File: src/rtl/mips_axi_bridge_pkg.sv
// mips_axi_bridge_pkg
//   Shared definitions for the core-to-AXI bridge:
//   - default AXI IDs for the instruction and data ports
//   - AXI AxSIZE encodings
//   - read and write channel state encodings
package mips_axi_bridge_pkg;

  // Default AXI IDs; the top exposes them as parameters.
  localparam logic [3:0] ID_INST_DEF = 4'd0;
  localparam logic [3:0] ID_DATA_DEF = 4'd1;

  // AXI AxSIZE encodings for single-beat transfers.
  localparam logic [2:0] AXI_SIZE_BYTE = 3'd0;
  localparam logic [2:0] AXI_SIZE_HALF = 3'd1;
  localparam logic [2:0] AXI_SIZE_WORD = 3'd2;

  // Read channel: idle, address phase, data phase.
  typedef enum logic [1:0] {
    R_IDLE = 2'd0,
    R_AR   = 2'd1,
    R_R    = 2'd2
  } rd_state_e;

  // Write channel: idle, AW/W phase, response phase.
  typedef enum logic [1:0] {
    W_IDLE = 2'd0,
    W_REQ  = 2'd1,
    W_B    = 2'd2
  } wr_state_e;

endpackage

File: src/rtl/mips_axi_bridge_axi_write_channel.sv
// axi_write_channel
//   Single-outstanding AXI write engine for data-port stores.
//   A store accepted by the top is captured here. AW and W are then
//   offered independently, and each valid is dropped once its own
//   handshake completes. After both are done the B response is
//   accepted, and done_o pulses for one cycle.
// Ports:
//   clk_i, rst_i           clock, asynchronous active-high reset
//   store_hs_i             store accepted this cycle (capture request)
//   addr_i/size_i          store address and AXI size
//   wdata_i/wstrb_i        store data and byte strobes
//   aw*_o / awready_i      AXI write-address channel
//   w*_o / wready_i        AXI write-data channel
//   bvalid_i / bready_o    AXI write-response channel
//   idle_o                 engine can take a new store
//   done_o                 write response accepted this cycle
module axi_write_channel
  import mips_axi_bridge_pkg::*;
(
  input  logic        clk_i,
  input  logic        rst_i,
  input  logic        store_hs_i,
  input  logic [31:0] addr_i,
  input  logic [2:0]  size_i,
  input  logic [31:0] wdata_i,
  input  logic [3:0]  wstrb_i,
  output logic [31:0] awaddr_o,
  output logic [2:0]  awsize_o,
  output logic        awvalid_o,
  input  logic        awready_i,
  output logic [31:0] wdata_o,
  output logic [3:0]  wstrb_o,
  output logic        wvalid_o,
  input  logic        wready_i,
  input  logic        bvalid_i,
  output logic        bready_o,
  output logic        idle_o,
  output logic        done_o
);

  wr_state_e   state_q, state_d;
  logic [31:0] awaddr_q, awaddr_d;
  logic [2:0]  awsize_q, awsize_d;
  logic [31:0] wdata_q, wdata_d;
  logic [3:0]  wstrb_q, wstrb_d;
  logic        aw_done_q, aw_done_d;
  logic        w_done_q, w_done_d;

  assign awaddr_o = awaddr_q;
  assign awsize_o = awsize_q;
  assign wdata_o  = wdata_q;
  assign wstrb_o  = wstrb_q;
  assign idle_o   = (state_q == W_IDLE);

  // Write FSM next state, request capture and channel handshakes.
  always_comb begin
    state_d   = state_q;
    awaddr_d  = awaddr_q;
    awsize_d  = awsize_q;
    wdata_d   = wdata_q;
    wstrb_d   = wstrb_q;
    aw_done_d = aw_done_q;
    w_done_d  = w_done_q;
    awvalid_o = 1'b0;
    wvalid_o  = 1'b0;
    bready_o  = 1'b0;
    done_o    = 1'b0;
    case (state_q)
      W_IDLE: begin
        if (store_hs_i) begin
          awaddr_d  = addr_i;
          awsize_d  = size_i;
          wdata_d   = wdata_i;
          wstrb_d   = wstrb_i;
          aw_done_d = 1'b0;
          w_done_d  = 1'b0;
          state_d   = W_REQ;
        end else begin
          state_d = W_IDLE;
        end
      end
      W_REQ: begin
        // AW and W complete in any order, possibly in the same cycle.
        awvalid_o = !aw_done_q;
        wvalid_o  = !w_done_q;
        aw_done_d = aw_done_q | (awvalid_o & awready_i);
        w_done_d  = w_done_q | (wvalid_o & wready_i);
        if (aw_done_d && w_done_d) begin
          state_d = W_B;
        end else begin
          state_d = W_REQ;
        end
      end
      W_B: begin
        bready_o = 1'b1;
        if (bvalid_i) begin
          done_o  = 1'b1;
          state_d = W_IDLE;
        end else begin
          state_d = W_B;
        end
      end
      default: begin
        state_d = W_IDLE;
      end
    endcase
  end

  // Write FSM state and captured request registers.
  always_ff @(posedge clk_i or posedge rst_i) begin
    if (rst_i) begin
      state_q   <= W_IDLE;
      awaddr_q  <= 32'd0;
      awsize_q  <= 3'd0;
      wdata_q   <= 32'd0;
      wstrb_q   <= 4'd0;
      aw_done_q <= 1'b0;
      w_done_q  <= 1'b0;
    end else begin
      state_q   <= state_d;
      awaddr_q  <= awaddr_d;
      awsize_q  <= awsize_d;
      wdata_q   <= wdata_d;
      wstrb_q   <= wstrb_d;
      aw_done_q <= aw_done_d;
      w_done_q  <= w_done_d;
    end
  end

endmodule

File: src/rtl/mips_axi_bridge.sv
// mips_axi_bridge
//   Converts the core's SRAM-like instruction and data ports into one
//   AXI4 master with single-beat transfers.
//   - One read is outstanding at a time, shared by fetches and loads.
//     Loads win ties against fetches.
//   - One data-port access (load or store) is outstanding at a time.
//     As a result, a load never overlaps a store to the same location.
//   - A store may proceed while a fetch read is outstanding.
// Ports:
//   clk, reset                         clock, async active-high reset
//   inst_*                             core fetch port
//   data_*                             core data port
//   ar*/r*                             AXI read channels
//   aw*/w*/b*                          AXI write channels (awid = ID_DATA,
//                                      len 0, INCR, wlast 1 tied outside)
module mips_axi_bridge
  import mips_axi_bridge_pkg::*;
#(
  parameter logic [3:0] ID_INST = ID_INST_DEF,
  parameter logic [3:0] ID_DATA = ID_DATA_DEF
) (
  input  logic        clk,
  input  logic        reset,
  input  logic        inst_req,
  input  logic [31:0] inst_addr,
  output logic        inst_addr_ok,
  output logic [31:0] inst_rdata,
  output logic        inst_data_ok,
  input  logic        data_req,
  input  logic        data_wr,
  input  logic [3:0]  data_wstrb,
  input  logic [31:0] data_addr,
  input  logic [2:0]  data_size,
  input  logic [31:0] data_wdata,
  output logic        data_addr_ok,
  output logic [31:0] data_rdata,
  output logic        data_data_ok,
  output logic [3:0]  arid,
  output logic [31:0] araddr,
  output logic [2:0]  arsize,
  output logic        arvalid,
  input  logic        arready,
  input  logic [3:0]  rid,
  input  logic [31:0] rdata,
  input  logic        rvalid,
  output logic        rready,
  output logic [31:0] awaddr,
  output logic [2:0]  awsize,
  output logic        awvalid,
  input  logic        awready,
  output logic [31:0] wdata,
  output logic [3:0]  wstrb,
  output logic        wvalid,
  input  logic        wready,
  input  logic        bvalid,
  output logic        bready
);

  rd_state_e   rd_state_q, rd_state_d;
  logic [31:0] araddr_q, araddr_d;
  logic [2:0]  arsize_q, arsize_d;
  logic [3:0]  arid_q, arid_d;
  logic        data_busy_q, data_busy_d;

  logic rd_idle_s;
  logic wr_idle_s;
  logic wr_done_s;
  logic load_ok_s;
  logic store_ok_s;
  logic load_hs_s;
  logic store_hs_s;
  logic inst_hs_s;
  logic r_fire_s;

  assign rd_idle_s = (rd_state_q == R_IDLE);

  // Acceptance is suppressed during reset so nothing looks accepted while the
  // state is being forced.
  assign load_ok_s  = !reset && rd_idle_s && !data_busy_q;
  assign store_ok_s = !reset && wr_idle_s && !data_busy_q;

  // Data-port acceptance depends on the direction of the pending request.
  always_comb begin
    if (data_wr) begin
      data_addr_ok = store_ok_s;
    end else begin
      data_addr_ok = load_ok_s;
    end
  end

  assign load_hs_s  = data_req && !data_wr && data_addr_ok;
  assign store_hs_s = data_req && data_wr && data_addr_ok;

  // A fetch yields the read channel to a load accepted in the same cycle.
  assign inst_addr_ok = !reset && rd_idle_s && !load_hs_s;
  assign inst_hs_s    = inst_req && inst_addr_ok;

  assign arid   = arid_q;
  assign araddr = araddr_q;
  assign arsize = arsize_q;

  // Read FSM next state, AR capture and channel handshakes.
  always_comb begin
    rd_state_d = rd_state_q;
    araddr_d   = araddr_q;
    arsize_d   = arsize_q;
    arid_d     = arid_q;
    arvalid    = 1'b0;
    rready     = 1'b0;
    case (rd_state_q)
      R_IDLE: begin
        if (load_hs_s) begin
          araddr_d   = data_addr;
          arsize_d   = data_size;
          arid_d     = ID_DATA;
          rd_state_d = R_AR;
        end else if (inst_hs_s) begin
          araddr_d   = inst_addr;
          arsize_d   = AXI_SIZE_WORD;
          arid_d     = ID_INST;
          rd_state_d = R_AR;
        end else begin
          rd_state_d = R_IDLE;
        end
      end
      R_AR: begin
        arvalid = 1'b1;
        if (arready) begin
          rd_state_d = R_R;
        end else begin
          rd_state_d = R_AR;
        end
      end
      R_R: begin
        rready = 1'b1;
        if (rvalid) begin
          rd_state_d = R_IDLE;
        end else begin
          rd_state_d = R_R;
        end
      end
      default: begin
        rd_state_d = R_IDLE;
      end
    endcase
  end

  // Read responses are routed to the requesting port by RID.
  assign r_fire_s     = rvalid && rready;
  assign inst_data_ok = r_fire_s && (rid == ID_INST);
  assign inst_rdata   = rdata;
  assign data_rdata   = rdata;
  assign data_data_ok = (r_fire_s && (rid == ID_DATA)) || wr_done_s;

  // The data-busy flag spans from data accept to its completion pulse.
  always_comb begin
    if (load_hs_s || store_hs_s) begin
      data_busy_d = 1'b1;
    end else if (data_data_ok) begin
      data_busy_d = 1'b0;
    end else begin
      data_busy_d = data_busy_q;
    end
  end

  // Read FSM state, AR registers and the data-busy flag.
  always_ff @(posedge clk or posedge reset) begin
    if (reset) begin
      rd_state_q  <= R_IDLE;
      araddr_q    <= 32'd0;
      arsize_q    <= 3'd0;
      arid_q      <= 4'd0;
      data_busy_q <= 1'b0;
    end else begin
      rd_state_q  <= rd_state_d;
      araddr_q    <= araddr_d;
      arsize_q    <= arsize_d;
      arid_q      <= arid_d;
      data_busy_q <= data_busy_d;
    end
  end

  axi_write_channel u_axi_write_channel (
    .clk_i      (clk),
    .rst_i      (reset),
    .store_hs_i (store_hs_s),
    .addr_i     (data_addr),
    .size_i     (data_size),
    .wdata_i    (data_wdata),
    .wstrb_i    (data_wstrb),
    .awaddr_o   (awaddr),
    .awsize_o   (awsize),
    .awvalid_o  (awvalid),
    .awready_i  (awready),
    .wdata_o    (wdata),
    .wstrb_o    (wstrb),
    .wvalid_o   (wvalid),
    .wready_i   (wready),
    .bvalid_i   (bvalid),
    .bready_o   (bready),
    .idle_o     (wr_idle_s),
    .done_o     (wr_done_s)
  );

endmodule

File: config.mk
export PLATFORM = sky130hd
export DESIGN_NAME = mips_axi_bridge
export DESIGN_NICKNAME = d
export VERILOG_FILES = /design/src/rtl/mips_axi_bridge_pkg.sv /design/src/rtl/mips_axi_bridge_axi_write_channel.sv /design/src/rtl/mips_axi_bridge.sv
export SDC_FILE = /design/constraint.sdc
export NUM_CORES = 1
export LEC_CHECK = 0
export ABC_AREA = 1
export BUFFER_PORTS_ARGS = -buffer_cell sky130_fd_sc_hd__clkbuf_2
export CAP_MARGIN = 5
export CORE_UTILIZATION = 30
export DETAILED_ROUTE_END_ITERATION = 7
export GPL_TIMING_DRIVEN = 0
export PLACE_DENSITY = 0.68
export SLEW_MARGIN = 20
export SYNTH_ARGS = -nofsm -noshare
export SYNTH_HDL_FRONTEND = slang
export SYNTH_SLANG_ARGS = --single-unit
File: constraint.sdc
create_clock -name clk -period 3.5 [get_ports clk]
set_clock_uncertainty 0.05 [all_clocks]
set_input_delay 0.175 -clock clk [delete_from_list [all_inputs] [get_ports clk]]
set_output_delay 0.175 -clock clk [all_outputs]
set_load 0.03 [all_outputs]
==> flow_summary_export.csv, run 1 <==
group,metric,value,unit
run_status,outcome,"complete, but fails checks",
run_status,failed_checks,"design-rule violations",
routing,vias,5767,
timing,tightestPinTransition,618,ps
critical_path,cp.arrival,2120,ps
critical_path,cp.required,3270,ps
global_routing,grt_antenna_before_repair,0,
power_and_ir_drop,ir_worst_vdd,0.000374,V
clocking,cts.sinks,114,
global_routing,use_met2,33.8,%
floorplanning,core,0.0181,mm^2
global_routing,grt_use_met3,4.43,%
critical_path,r2r_cells,9,
place,numPortBuffers,296,
timing,max_freq,426,MHz
synthesis,synth_seq_cells,114,
critical_path,r2r_end,"araddr[25]",
layout,multi_input_area,0.00161,mm^2
global_routing,grt_pass1_wl,29300,um
critical_path,r2r_slack,1670,ps
clocking,clk_latency,410,ps
clocking,cts_tree,"yes",
layout,finalNonFillerCells,1321,
place,dpl_cell_area,0.00744,mm^2
layout,n_antenna_cell,0,
timing,period_share,67.0,%
place,dp_hpwl,13500,um
synthesis,synth_commonest_cells,"182 x nand2_1, 114 x dfrtp_1, 114 x inv_1",
place,placedCellCount,1215,
critical_path,critical_path.startpoint,"rd_state_q[0]",
floorplanning,rows,49,
global_routing,grt_usage,19.7,%
routing,drt_iter0_markers,293,
global_routing,grt_pass1_vias,5639,
layout,design_area,0.00875,mm^2
critical_path,crit_end,"inst_addr_ok",
floorplanning,die_h,138,um
synthesis,synth-edff-count,0,
critical_path,cp_max_fo,10,
clocking,cts_resized,0,
timing,tns,0,ps
clocking,clockBufferDepth,2,
timing,post-route-min-period,2350,ps
hold_path,min_path_type,"input port to flip-flop",
synthesis,synth.distinct_cells,24,
global_routing,top_usage_layer,"met2",
timing,slew_headroom,58.8,%
floorplanning,initial_core_util,30.9,%
floorplanning,ios,332,
floorplanning,die_w,138,um
clocking,cts_buffers,17,
timing,timing.hold.ws,10.5,ps
power_and_ir_drop,p_leak,5.13,nW
synthesis,synth_top_area_share,51.1,%
routing,wl_per_cell,14.2,um
synthesis,postSynthCellCount,684,
critical_path,start_kind,"flip-flop",
synthesis,yosys_warnings,0,
timing,hold_viol_final,0,
layout,regArea,0.00285,mm^2
synthesis,syn_area_per_cell,8.16,um^2
timing,rsz0062_at_grt,"no",
global_routing,grtUsageMet1,24.4,%
timing,setup_viol,0,
hold_path,hold_depth,3,
synthesis,yosysSeqAreaShare,51.1,%
job,drv_cap,0,
clocking,cts-root-buf,"clkbuf_16",
synthesis,synth_area,0.00558,mm^2
global_routing,grt_max_degree,34,
synthesis,ys.flop_type,"dfrtp_1",
global_routing,grt_remaining_overflow,0,
clocking,cts.clk_slew.worst_paths,50,ps
routing,ant_nets,0,
layout,area_delta_synth_final,56.8,%
layout,drive_gt1_share,38.7,%
synthesis,ys_async_sr_fraction,100,%
synthesis,yosysTopAreaCell,"dfrtp_1",
power_and_ir_drop,p_per_area,805,mW/mm^2
critical_path,worstSetupEndpointType,"output pin",
synthesis,yosys-top-cells-area,"dfrtp_1 51%, nand2_1 12%, buf_4 9.0%",
layout,nets,1229,
routing,drt_first_pass_iters,7,
floorplanning,die-area,0.0192,mm^2
routing,drt-total-wl,18800,um
place,gp_congestion,0.789,
routing,routed_via_density,4.37,
timing,slew_violations,0,
routing,drc,30,
critical_path,worstSetupPathType,"flip-flop to output pin",
layout,fillers,1746,
clocking,cts_max_level,4,
synthesis,synth_most_common_cell,"nand2_1",
critical_path,reg2reg_from,"rd_state_q[0]",
-- cell type report --
cell class / instances / area share, %
inverter: 116 / 5.02
sequential: 114 / 32.6
buffer: 101 / 7.91
clock buffer: 21 / 5.15
timing repair buffer: 375 / 26.4
clock inverter: 10 / 1.27
tap: 229 / 3.27
multi-input combinational: 355 / 18.4
-- stage by stage --
step           util [%]  setup slack (ps)  power (W)
4_1_cts            48.4              1090    0.00708
3_5_place_dp       41.1              1460    0.00530
2_1_floorplan         -               455    0.00427
6_report           48.4              1150    0.00704
3_3_place_gp       40.7              -995    0.00524
5_1_grt            48.4               978    0.00742
-- how the worst min path moves through the flow --
stage	start	slack (ps)	to
5_1_grt	inst_addr[25]	20	araddr[25]
3_3_place_gp	rvalid	330	rd_state_q[1]
2_1_floorplan	arready	210	rd_state_q[0]
3_5_place_dp	reset	110	rd_state_q[0]
6_report	data_addr[26]	10	u_axi_write_channel.awaddr_o[26]
4_1_cts	data_addr[26]	0.5	u_axi_write_channel.awaddr_o[26]
-- repair_timing --
item	4_1_cts	5_1_grt
endpoints found under the hold margin	137	0
hold buffers	75	0
setup buffers	0	0
-- cells by family (layout without fill, tap and decap cells) --
kind of cell | Yosys count | count (layout) | synth area share [%]
and+or+nand+nor | 272 | 272 | 21.3
buffers and inverters | 217 | 623 | 20.2
DFF | 114 | 114 | 51.1
AOI/OAI and AO/OA | 80 | 80 | 7.33
other | 1 | 3 | 0.0672
-- layer usage --
layer / vias to the layer above / part of all wire [%]
li1: 2857 / -
met2: 219 / 49
met5: - / 0
met3: 26 / 5.4
met4: 0 / 1.9
met1: 2665 / 43
-- critical path, stage by stage (launching register included) --
cell      delay (ps)
dfrtp_1          410
inv_1            100
nand2_1           50
nor2_1           170
nand4_1          140
buf_2            250
buf_2            240
and2_1           160
clkbuf_2         170
-- flip-flops by register name (all words and copies together), names as in the netlist --
register                       count
araddr                            32
arid                               1
arsize                             3
data_busy_q                        1
rd_state_q                         2
u_axi_write_channel.aw_done_q      1
u_axi_write_channel.awaddr_o      32
u_axi_write_channel.awsize_o       3
u_axi_write_channel.state_q        2
u_axi_write_channel.w_done_q       1
u_axi_write_channel.wdata_o       32
u_axi_write_channel.wstrb_o        4
-- power breakdown --
group          total (W)  internal, W  leakage, nW  switching [W]
logic            0.00312     0.000907         3.43        0.00221
registers        0.00224      0.00190         1.44       0.000338
clock network    0.00168      0.00106        0.269       0.000624
-- cell usage in the layout (no fill, tap or decap), types with 2 or more instances in the layout --
master and count:
clkinvlp_4 4, buf_4 67, nand2_2 2, clkbuf_2 296, dfrtp_1 114, o21ai_1 51, buf_6 6, buf_12 4
buf_2 13, inv_1 113, or2_2 2, nand2_1 182, conb_1 3, o31ai_1 2, clkbuf_16 17, inv_2 2
clkbuf_1 16, buf_1 2, bufinv_16 2, nor2_1 13, o21ai_0 23, nand4_1 33, nand3_1 36, o22ai_1 3
clkinv_2 4, dlygate4sd3_1 75
No activity file was read; power rests on OpenSTA's default activity.
==> run 2, diff against run 1 <==
Clock period 3.5 ns to 1.96 ns, I/O delays scaled along.
==> run 2 against run 1 <==
  * The flow finishes with violations (design-rule violations, negative setup slack)
  * Clock power rose by 82%
  * Via count rose by 5.9%
  * Clock-buffer cell count fell by 2
  * Critical path depth fell by 1
  * Sequential power rose by 79%
  * Wire length rose by 6.9%
  * Final area rose by 6.8%
  * Power rose by 82%
  * Setup slack got worse by 1200 ps
  * Die area did not move
  * Cell count rose by 4.0%
  * Combinational power rose by 85%
==> flow_summary_export.csv, run 2 (synthesis results as in run 1) <==
group,metric,value,unit
critical_path,cp.arrival,1840,ps
timing,slew_violations,0,
layout,area_delta_synth_final,67.5,%
hold_path,min_path_type,"input port to flip-flop",
job,drv_cap,0,
timing,tightestPinTransition,941,ps
routing,routed_via_density,4.45,
layout,final_common_cell,"clkbuf_2",
critical_path,reg2reg_from,"rd_state_q[1]",
power_and_ir_drop,power_switching,0.00575,W
clocking,cts.clk_slew.worst_paths,50,ps
clocking,cts.sinks,114,
layout,n_antenna_cell,0,
timing,max_freq,504,MHz
power_and_ir_drop,p_total,0.0128,W
routing,drt_iter0_markers,332,
global_routing,grt_max_degree,33,
power_and_ir_drop,p_int,0.00707,W
global_routing,grt_antenna_before_repair,0,
floorplanning,die_w,138,um
clocking,clk_latency,400,ps
floorplanning,die_h,138,um
timing,setup_viol,1,
timing,setup_slack,-23.3,ps
layout,layout_common_cells,"301 x clkbuf_2, 181 x nand2_1, 117 x dlygate4sd3_1",
critical_path,r2r_end,"araddr[15]",
power_and_ir_drop,p_sw_share,44.9,%
floorplanning,ios,332,
power_and_ir_drop,clock_power_share,23.8,%
power_and_ir_drop,power_frac_comb,44.9,%
critical_path,r2r_slack,80,ps
clocking,cts_max_level,4,
critical_path,cp_max_fo,8,
global_routing,grt_remaining_overflow,0,
clocking,cts-root-buf,"clkbuf_16",
timing,slew_headroom,37.3,%
routing,drt-total-wl,20100,um
routing,ant_nets,0,
clocking,cts_tree,"yes",
critical_path,worstSetupPathType,"flip-flop to output pin",
clocking,cts_buffers,17,
routing,drc,30,
power_and_ir_drop,p_per_area,1370,mW/mm^2
place,numPortBuffers,296,
run_status,failed_checks,"design-rule violations, negative setup slack",
critical_path,cp.required,1810,ps
critical_path,critical_path.startpoint,"rd_state_q[1]",
run_status,outcome,"complete, but fails checks",
timing,timing.hold.ws,73.9,ps
global_routing,grt_pass1_wl,31400,um
routing,drt_first_pass_iters,8,
timing,period_share,101,%
critical_path,crit_end,"inst_addr_ok",
power_and_ir_drop,seq_power_share,31.3,%
place,dp_hpwl,13800,um
critical_path,r2r_cells,10,
clocking,clockBufferDepth,2,
timing,hold_viol_final,0,
timing,rsz0062_at_grt,"yes",
global_routing,grt_usage,20.8,%
place,gp_congestion,0.813,
critical_path,worstSetupEndpointType,"output pin",
global_routing,grt_pass1_vias,6122,
layout,drive_gt1_share,39.3,%
floorplanning,initial_core_util,30.9,%
routing,vias,6109,
routing,wl_per_cell,14.6,um
power_and_ir_drop,p_leak,5.42,nW
floorplanning,core,0.0181,mm^2
critical_path,start_kind,"flip-flop",
timing,post-route-min-period,1980,ps
layout,nets,1281,
power_and_ir_drop,ir_worst_vdd,0.000740,V
floorplanning,rows,49,
layout,fillers,1662,
hold_path,hold_start,"rid[1]",
floorplanning,die-area,0.0192,mm^2
[run 2: cell count changes in the layout (fill, tap and decap cells not counted), moves of 2 or more]
cell	previous run	this run
buf_1	2	0
buf_2	13	8
buf_4	67	79
clkbuf_1	16	5
clkbuf_2	296	301
clkbuf_4	0	4
clkinv_4	1	3
dlygate4sd3_1	75	117
[run 2: final cells by class]
cell class / instances / area (um^2) / area share, %
Buffer: 100 / 732 / 7.83
Clock buffer: 19 / 453 / 4.85
Clock inverter: 13 / 136 / 1.46
Inverter: 116 / 439 / 4.70
Multi-Input combinational cell: 355 / 1620 / 17.4
Sequential cell: 114 / 2850 / 30.5
Tap cell: 229 / 287 / 3.07
Timing Repair Buffer: 427 / 2820 / 30.2
Timing Repair inverter: 1 / 5.00 / 0.0535
[run 2: per-layer routing]
| layer | vias up | GRT usage, % | part of all wire, % |
|---|---|---|---|
| met1 | 2860 | 24.5 | 42 |
| met4 | 0 | 8.57 | 2.8 |
| met5 | - | 0 | 0 |
| met2 | 243 | 37.0 | 50 |
| met3 | 44 | 4.05 | 5.5 |
| li1 | 2962 | - | - |
[run 2: critical path, cell delays in order (launching register included)]
cell	delay, ps
dfrtp_1	390
inv_1	120
nand2_2	70
nor2_2	160
nand4_1	210
buf_12	200
and2_1	140
buf_6	140
[run 2: timing repair]
item,4_1_cts,5_1_grt
buffers inserted,0,10
setup endpoints to repair,70,99
cloned,1,0
resized for setup,3,22
hold buffers,118,0
endpoints found under the hold margin,145,0
pin swaps,0,2
[run 2: power by group through the flow]
| stage | combinational (W) | sequential [W] | clock, W |
|---|---|---|---|
| final | 0.00576 | 0.00401 | 0.00305 |
| after global routing | 0.00616 | 0.00413 | 0.00321 |
| after CTS | 0.00568 | 0.00399 | 0.00313 |
| after detailed placement | 0.00548 | 0.00401 | 0 |
| after global placement | 0.00536 | 0.00401 | 0 |
| after floorplan | 0.00168 | 0.00596 | 0 |
[run 2: stage by stage]
step                      setup TNS, ps  std cells  utilization (%)  area, um^2  setup slack, ps
after global placement          -299530       1211             40.8        7380            -2410
after CTS                         -57.7       1364             51.0        9220            -57.7
after global routing               -869       1374             51.7        9350             -130
after floorplan                 -100650        686                -        5610             -991
after detailed placement         -41900       1214             41.1        7440             -528
final                             -23.3       1374             51.7        9350            -23.3
[run 2: worst min-delay path by stage]
stage	slack, ps	cells past startpoint	endpoint
final	70	5	data_busy_q
after global routing	110	5	data_busy_q
after CTS	30	5	data_busy_q
after detailed placement	200	2	araddr[1]
after global placement	250	2	rd_state_q[0]
after floorplan	130	1	rd_state_q[0]
